`src/rtl/core_multicycle.sv`:
```
// Multi-cycle RV32I core (LUI/AUIPC/JAL/JALR/branches/LW/SW/OP-IMM/OP) on one shared memory port.
// Ports: clk, reset (sync, active-high); mem_req/we/addr/wdata out, mem_rdata/ack in; leds, trap, instret out.
module core_multicycle #(
   parameter logic [31:0] BOOT_ADDRESS = 32'h0000_0000,
   parameter int          NUM_LEDS     = 8,
   parameter int          LED_REG      = 1
) (
   input  logic                clk,
   input  logic                reset,
   output logic                mem_req,
   output logic                mem_we,
   output logic [31:0]         mem_addr,
   output logic [31:0]         mem_wdata,
   input  logic [31:0]         mem_rdata,
   input  logic                mem_ack,
   output logic [NUM_LEDS-1:0] leds,
   output logic                trap,
   output logic [31:0]         instret
);

   typedef enum logic [2:0] {
      S_FETCH, S_DECODE, S_EXECUTE, S_MEM, S_WRITEBACK, S_TRAP
   } state_t;

   localparam logic [6:0] OP_LUI    = 7'h37;
   localparam logic [6:0] OP_AUIPC  = 7'h17;
   localparam logic [6:0] OP_JAL    = 7'h6F;
   localparam logic [6:0] OP_JALR   = 7'h67;
   localparam logic [6:0] OP_BRANCH = 7'h63;
   localparam logic [6:0] OP_LOAD   = 7'h03;
   localparam logic [6:0] OP_STORE  = 7'h23;
   localparam logic [6:0] OP_IMM    = 7'h13;
   localparam logic [6:0] OP_OP     = 7'h33;

   state_t      state;
   logic [31:0] pc, ir;
   logic [31:0] rs1_q, rs2_q, imm_q;
   logic [31:0] wb_q, next_pc_q;
   logic [31:0] regs [32];

   logic [6:0] opcode, f7;
   logic [4:0] rd, rs1, rs2;
   logic [2:0] f3;

   assign opcode = ir[6:0];
   assign rd     = ir[11:7];
   assign f3     = ir[14:12];
   assign rs1    = ir[19:15];
   assign rs2    = ir[24:20];
   assign f7     = ir[31:25];

   assign leds = regs[LED_REG][NUM_LEDS-1:0];

   logic [31:0] rf_rs1, rf_rs2;
   assign rf_rs1 = (rs1 == 5'd0) ? 32'h0 : regs[rs1];
   assign rf_rs2 = (rs2 == 5'd0) ? 32'h0 : regs[rs2];

   logic [31:0] imm_dec;
   logic        illegal;
   always_comb begin
      imm_dec = {{20{ir[31]}}, ir[31:20]};
      illegal = 1'b0;
      case (opcode)
         OP_LUI, OP_AUIPC: imm_dec = {ir[31:12], 12'h000};
         OP_JAL: imm_dec = {{11{ir[31]}}, ir[31], ir[19:12],
                            ir[20], ir[30:21], 1'b0};
         OP_JALR: illegal = (f3 != 3'b000);
         OP_BRANCH: begin
            imm_dec = {{19{ir[31]}}, ir[31], ir[7],
                       ir[30:25], ir[11:8], 1'b0};
            illegal = (f3 == 3'b010) || (f3 == 3'b011);
         end
         OP_LOAD: illegal = (f3 != 3'b010);
         OP_STORE: begin
            imm_dec = {{20{ir[31]}}, ir[31:25], ir[11:7]};
            illegal = (f3 != 3'b010);
         end
         OP_IMM: begin
            if (f3 == 3'b001)
               illegal = (f7 != 7'h00);
            else if (f3 == 3'b101)
               illegal = (f7 != 7'h00) && (f7 != 7'h20);
         end
         OP_OP: illegal = !((f7 == 7'h00) ||
                            ((f7 == 7'h20) &&
                             ((f3 == 3'b000) || (f3 == 3'b101))));
         default: illegal = 1'b1;
      endcase
   end

   // alt selects SUB/SRA; for OP-IMM only SRAI carries it (ADDI imm bit 10 must not)
   logic [31:0] op_b, alu_res;
   logic        alt;
   assign op_b = (opcode == OP_OP) ? rs2_q : imm_q;
   assign alt  = f7[5] && ((opcode == OP_OP) || (f3 == 3'b101));

   always_comb begin
      alu_res = 32'h0;
      case (f3)
         3'b000: alu_res = alt ? rs1_q - op_b : rs1_q + op_b;
         3'b001: alu_res = rs1_q << op_b[4:0];
         3'b010: alu_res = {31'h0, $signed(rs1_q) < $signed(op_b)};
         3'b011: alu_res = {31'h0, rs1_q < op_b};
         3'b100: alu_res = rs1_q ^ op_b;
         3'b101: alu_res = alt ? 32'($signed(rs1_q) >>> op_b[4:0])
                               : rs1_q >> op_b[4:0];
         3'b110: alu_res = rs1_q | op_b;
         default: alu_res = rs1_q & op_b;
      endcase
   end

   logic taken;
   always_comb begin
      case (f3)
         3'b000: taken = (rs1_q == rs2_q);
         3'b001: taken = (rs1_q != rs2_q);
         3'b100: taken = $signed(rs1_q) < $signed(rs2_q);
         3'b101: taken = $signed(rs1_q) >= $signed(rs2_q);
         3'b110: taken = rs1_q < rs2_q;
         3'b111: taken = rs1_q >= rs2_q;
         default: taken = 1'b0;
      endcase
   end

   logic [31:0] pc_plus4, next_pc, wb_val, eff_addr;
   logic        is_mem, writes_rd;
   assign pc_plus4  = pc + 32'd4;
   assign eff_addr  = rs1_q + imm_q;
   assign is_mem    = (opcode == OP_LOAD) || (opcode == OP_STORE);
   assign writes_rd = (opcode != OP_BRANCH) && (opcode != OP_STORE);

   always_comb begin
      next_pc = pc_plus4;
      wb_val  = alu_res;
      case (opcode)
         OP_LUI:   wb_val = imm_q;
         OP_AUIPC: wb_val = pc + imm_q;
         OP_JAL: begin
            wb_val  = pc_plus4;
            next_pc = pc + imm_q;
         end
         OP_JALR: begin
            wb_val  = pc_plus4;
            next_pc = eff_addr & ~32'h1;
         end
         OP_BRANCH: if (taken) next_pc = pc + imm_q;
         default: ;
      endcase
   end

   always_ff @(posedge clk) begin
      if (reset) begin
         state     <= S_FETCH;
         pc        <= BOOT_ADDRESS;
         ir        <= 32'h0;
         rs1_q     <= 32'h0;
         rs2_q     <= 32'h0;
         imm_q     <= 32'h0;
         wb_q      <= 32'h0;
         next_pc_q <= 32'h0;
         instret   <= 32'h0;
         trap      <= 1'b0;
         mem_req   <= 1'b0;
         mem_we    <= 1'b0;
         mem_addr  <= 32'h0;
         mem_wdata <= 32'h0;
         for (int i = 0; i < 32; i++) regs[i] <= 32'h0;
      end else begin
         unique case (state)
            S_FETCH: begin
               // first cycle after reset issues the request; later
               // fetches are issued straight from WRITEBACK
               if (!mem_req) begin
                  mem_req  <= 1'b1;
                  mem_we   <= 1'b0;
                  mem_addr <= pc;
               end else if (mem_ack) begin
                  ir      <= mem_rdata;
                  mem_req <= 1'b0;
                  state   <= S_DECODE;
               end
            end
            S_DECODE: begin
               rs1_q <= rf_rs1;
               rs2_q <= rf_rs2;
               imm_q <= imm_dec;
               if (illegal) begin
                  trap  <= 1'b1;
                  state <= S_TRAP;
               end else begin
                  state <= S_EXECUTE;
               end
            end
            S_EXECUTE: begin
               next_pc_q <= next_pc;
               wb_q      <= wb_val;
               if ((next_pc[1:0] != 2'b00) ||
                   (is_mem && (eff_addr[1:0] != 2'b00))) begin
                  trap  <= 1'b1;
                  state <= S_TRAP;
               end else if (is_mem) begin
                  mem_req   <= 1'b1;
                  mem_we    <= (opcode == OP_STORE);
                  mem_addr  <= eff_addr;
                  mem_wdata <= rs2_q;
                  state     <= S_MEM;
               end else begin
                  state <= S_WRITEBACK;
               end
            end
            S_MEM: begin
               if (mem_ack) begin
                  mem_req <= 1'b0;
                  if (!mem_we) wb_q <= mem_rdata;
                  state <= S_WRITEBACK;
               end
            end
            S_WRITEBACK: begin
               if (writes_rd && (rd != 5'd0)) regs[rd] <= wb_q;
               pc       <= next_pc_q;
               instret  <= instret + 32'd1;
               mem_req  <= 1'b1;
               mem_we   <= 1'b0;
               mem_addr <= next_pc_q;
               state    <= S_FETCH;
            end
            S_TRAP: mem_req <= 1'b0;
            default: state <= S_TRAP;
         endcase
      end
   end

endmodule

```
`config.mk`:
```
export PLATFORM = sky130hd
export DESIGN_NAME = core_multicycle
export DESIGN_NICKNAME = d
export VERILOG_FILES = /design/src/rtl/core_multicycle.sv
export SDC_FILE = /design/constraint.sdc
export NUM_CORES = 2
export LEC_CHECK = 0
export BUFFER_PORTS_ARGS = -buffer_cell sky130_fd_sc_hd__clkbuf_2
export CORE_ASPECT_RATIO = 0.6
export CORE_MARGIN = 8
export CORE_UTILIZATION = 45
export DETAILED_ROUTE_END_ITERATION = 10
export MAX_ROUTING_LAYER = met4
export PLACE_DENSITY_LB_ADDON = 0.08
export RECOVER_POWER = 25
export SYNTH_ARGS = -nofsm -noshare
export SYNTH_HDL_FRONTEND = slang
export SYNTH_SLANG_ARGS = --single-unit
```
`constraint.sdc`:
```
create_clock -name clk -period 7.8 [get_ports clk]
set_input_delay 0.39 -clock clk [delete_from_list [all_inputs] [get_ports clk]]
set_output_delay 0.39 -clock clk [all_outputs]
set_load 0.05 [all_outputs]
```
==> metrics.md <==
| Metric | Value |
|---|---|
| DRT iter0 DRCs | `11200` |
| Final setup violating endpoints | `0` |
| Status | `finished with violations` |
| Synth Register Bits | `1360` |
| Final net count | `7414` |
| RSZ-0062 raised after global routing | `no` |
| RR Startpoint | `ir[4]$_SDFFE_PP0P_` |
| Max-slew violation count | `854` |
| Port bufs | `141` |
| Met1 Use GR | `55.1%` |
| Min cycle time layout | `6.23 ns` |
| Final WS setup | `1.57 ns` |
| Final wirelength | `370000 um` |
| Core Region | `184000 um2` |
| Routed wire per std cell | `37.8 um` |
| Crit end category | `register` |
| Final hold slack | `0.0376 ns` |
| Reg clk slew, reported paths | `0.07 ns` |
| Met2 Use GR | `45.4%` |
| DR vias | `65900` |
| Setup CP Type | `register to register` |
| Synth unique cells | `104` |
| Register area share after synthesis | `45.2%` |
| Std-Cell Rows | `122` |
| H-tree depth | `4` |
| Chip Height | `349 um` |
| EDFF count, synth | `1024` |
| Clock Path Buffers | `4` |
| Fraction of layout cells with a size suffix above 1 | `17.8%` |
| Final Hold Fails | `0` |
| FFs w/ async S/R, synth | `0%` |
| Number of global-route vias before repair | `60800` |
| Hold Path Class | `primary input to register` |
| Slowest stage delay, CP | `0.79 ns` |
| Syn_area_per_cell | `11.5 um2` |
| Multi-input gate area | `43100 um2` |
| Tcrit/Tclk final | `79.9%` |
| Crit path max fanout | `27` |
| Die area | `199000 um2` |
| Reg area | `37500 um2` |
| Synth Flop Type | `edfxtp_1` |
| Hold-fix buffers, CTS | `26` |
| Required time of the critical path | `8.48 ns` |
| Final Core Density | `50.0%` |
| Die width | `570 um` |
| Final GP Congestion | `1.08` |
| Ys Warns | `0` |
| Top register by number of flip-flops | `regs` |
| Fill cells | `16300` |
| Pwr Total | `21.6 mW` |
| GR Util All Layers | `37.1%` |
| CP max stage cell | `and3b_1` |
| Hold path start | `mem_rdata[23]` |
| Max VDD drop | `158 uV` |
| 1st-pass router iterations | `9` |
| Via density | `6.73` |
| Actual slew at the worst max-slew pin | `3.98 ns` |
| Max FFs per register | `1024` |
| DRC viols | `0` |
| Cells after Synth | `7235` |
| Max-Cap Viols | `23` |
| CTS tree | `built` |
| Initial antenna violation count | `41` |
| Grt ovf | `0` |
| Cts repair resizes | `0` |
| CP cell instances | `and3b_1, nand2_2, buf_4, a21oi_4, inv_2, ha_1, a211oi_1, o211ai_1, buf_4, a31oi_1, nand2_1, a211oi_1, o31ai_1, a221oi_1, a221oi_1, xor2_1, a221o_1` |
| Largest net degree at the start of global routing | `143` |
| Leakage | `32.0 nW` |
| Setup_tns | `0 ns` |
| Final clock skew | `0.0655 ns` |
| Global Route met3 Usage | `16.2%` |
| Post-synth design cell area | `83000 um2` |
| Final HPWL DP | `255000 um` |
| CP Launch Point | `ir[4]$_SDFFE_PP0P_` |
| Worst-skew pair later-pin latency | `0.84 ns` |
| CP arrival | `6.91 ns` |
| CTS root buffer | `clkbuf_16` |
| F_max | `0.160 GHz` |
| Clock sink total | `1360` |
| Dpl ws | `2.00 ns` |
| Pwr dens | `235 nW/um2` |
| Num ports | `142` |
| Startpoint Class | `register` |
| Worst rel slew slack | `-165%` |
| GR peak layer | `met1` |
| Violated checks | `capacitance limit, slew limit` |
| First-pass GRT wire length | `506000 um` |
| Area growth syn-to-layout | `10.8%` |
| Post-CTS Setup Bufs | `0` |
| CTS Buf Count | `150` |
| Antenna viol nets, final | `0` |
| Starting density of the core | `45.2%` |
-- cell type report --
| cell class | instances | share of cell area [%] |
|---|---|---|
| Timing Repair Buffer | 408 | 2.91 |
| Inverter | 189 | 0.774 |
| Clock buffer | 185 | 4.31 |
| Tap cell | 2480 | 3.37 |
| Multi-Input combinational cell | 5073 | 46.8 |
| Sequential cell | 1360 | 40.8 |
| Clock inverter | 73 | 0.939 |
| Antenna cell | 25 | 0.0680 |
-- power breakdown --
group | total, mW | internal [mW] | switching, mW
logic | 5.76 | 1.89 | 3.87
registers | 8.46 | 8.06 | 0.396
clock network | 7.37 | 4.24 | 3.13
total | 21.6 | 14.2 | 7.40
-- per-stage QoR --
step,instances,area [um2]
3_5_place_dp,9484,87000
6_report,9793,92000
4_1_cts,9768,92100
2_1_floorplan,7266,83100
5_1_grt,9780,91900
3_3_place_gp,9484,87000
-- synth_stat cells (170+ instances only) --
cell         n  area (um2)
a21oi_1    411        2060
and2_1    1014        6340
clkbuf_1   489        1840
dfxtp_1    336        6730
edfxtp_1  1024       30700
ha_1       193        2410
inv_1      182         683
mux2i_1    170        1700
mux4_2     657       14800
nand2_1    493        1850
nor2_1     503        1890
o21ai_0    300        1500
-- kinds of logic (layout without fill, tap and decap cells) --
group / after synthesis / count (layout) / synth area share, %
AND/OR/NAND/NOR: 2446 / 2446 / 15.3
AO/OA/AOI/OAI: 1426 / 1426 / 11.1
flip-flops: 1360 / 1360 / 45.2
multiplexers: 848 / 848 / 20.2
buffers and inverters: 833 / 855 / 3.94
adder cells (fa/ha/maj): 197 / 197 / 3.01
XOR/XNOR: 124 / 124 / 1.31
other: 1 / 57 / 0.00452
-- cells in the final DEF, fill, tap and decap left out, types with 38 or more instances in the layout --
cell type,count
nor3_1,97
a21oi_1,411
a21o_1,81
and2_1,911
mux2i_1,170
edfxtp_1,1024
ha_1,193
nand2_1,491
mux4_2,657
nor2_1,467
nand3_1,119
buf_4,212
xnor2_1,72
and3_1,38
dfxtp_1,323
a211oi_1,102
and2_0,103
clkbuf_1,156
clkbuf_16,152
a31oi_1,59
o21ai_0,267
a221oi_1,50
xor2_1,52
inv_1,181
o211ai_1,69
-- critical path, delay by kind of cell (launching register included) --
family / cells / cell delay (ns)
buffers and inverters: 3 / 0.54
flip-flops: 1 / 0.55
AND/OR/NAND/NOR: 3 / 1.12
adder cells (fa/ha/maj): 1 / 0.27
XOR/XNOR: 1 / 0.20
AO/OA/AOI/OAI: 9 / 3.38
-- final timing paths --
path	to	slack, ns	depth (start not counted)
worst min-delay path	register	0.04	3
worst max-delay path	wb_q[30]$_SDFFE_PP0P_	1.57	17
worst max register to register	wb_q[30]$_SDFFE_PP0P_	1.57	17
worst min register to register	mem_addr[5]$_SDFFE_PP0P_	0.46	2
-- routing by layer --
layer / vias up / wire [um]
met4: 0 / 10300
li1: 27000 / -
met5: - / 0
met2: 4571 / 139000
met1: 33700 / 162000
met3: 565 / 58200
Power figures use the tool's default switching activity.
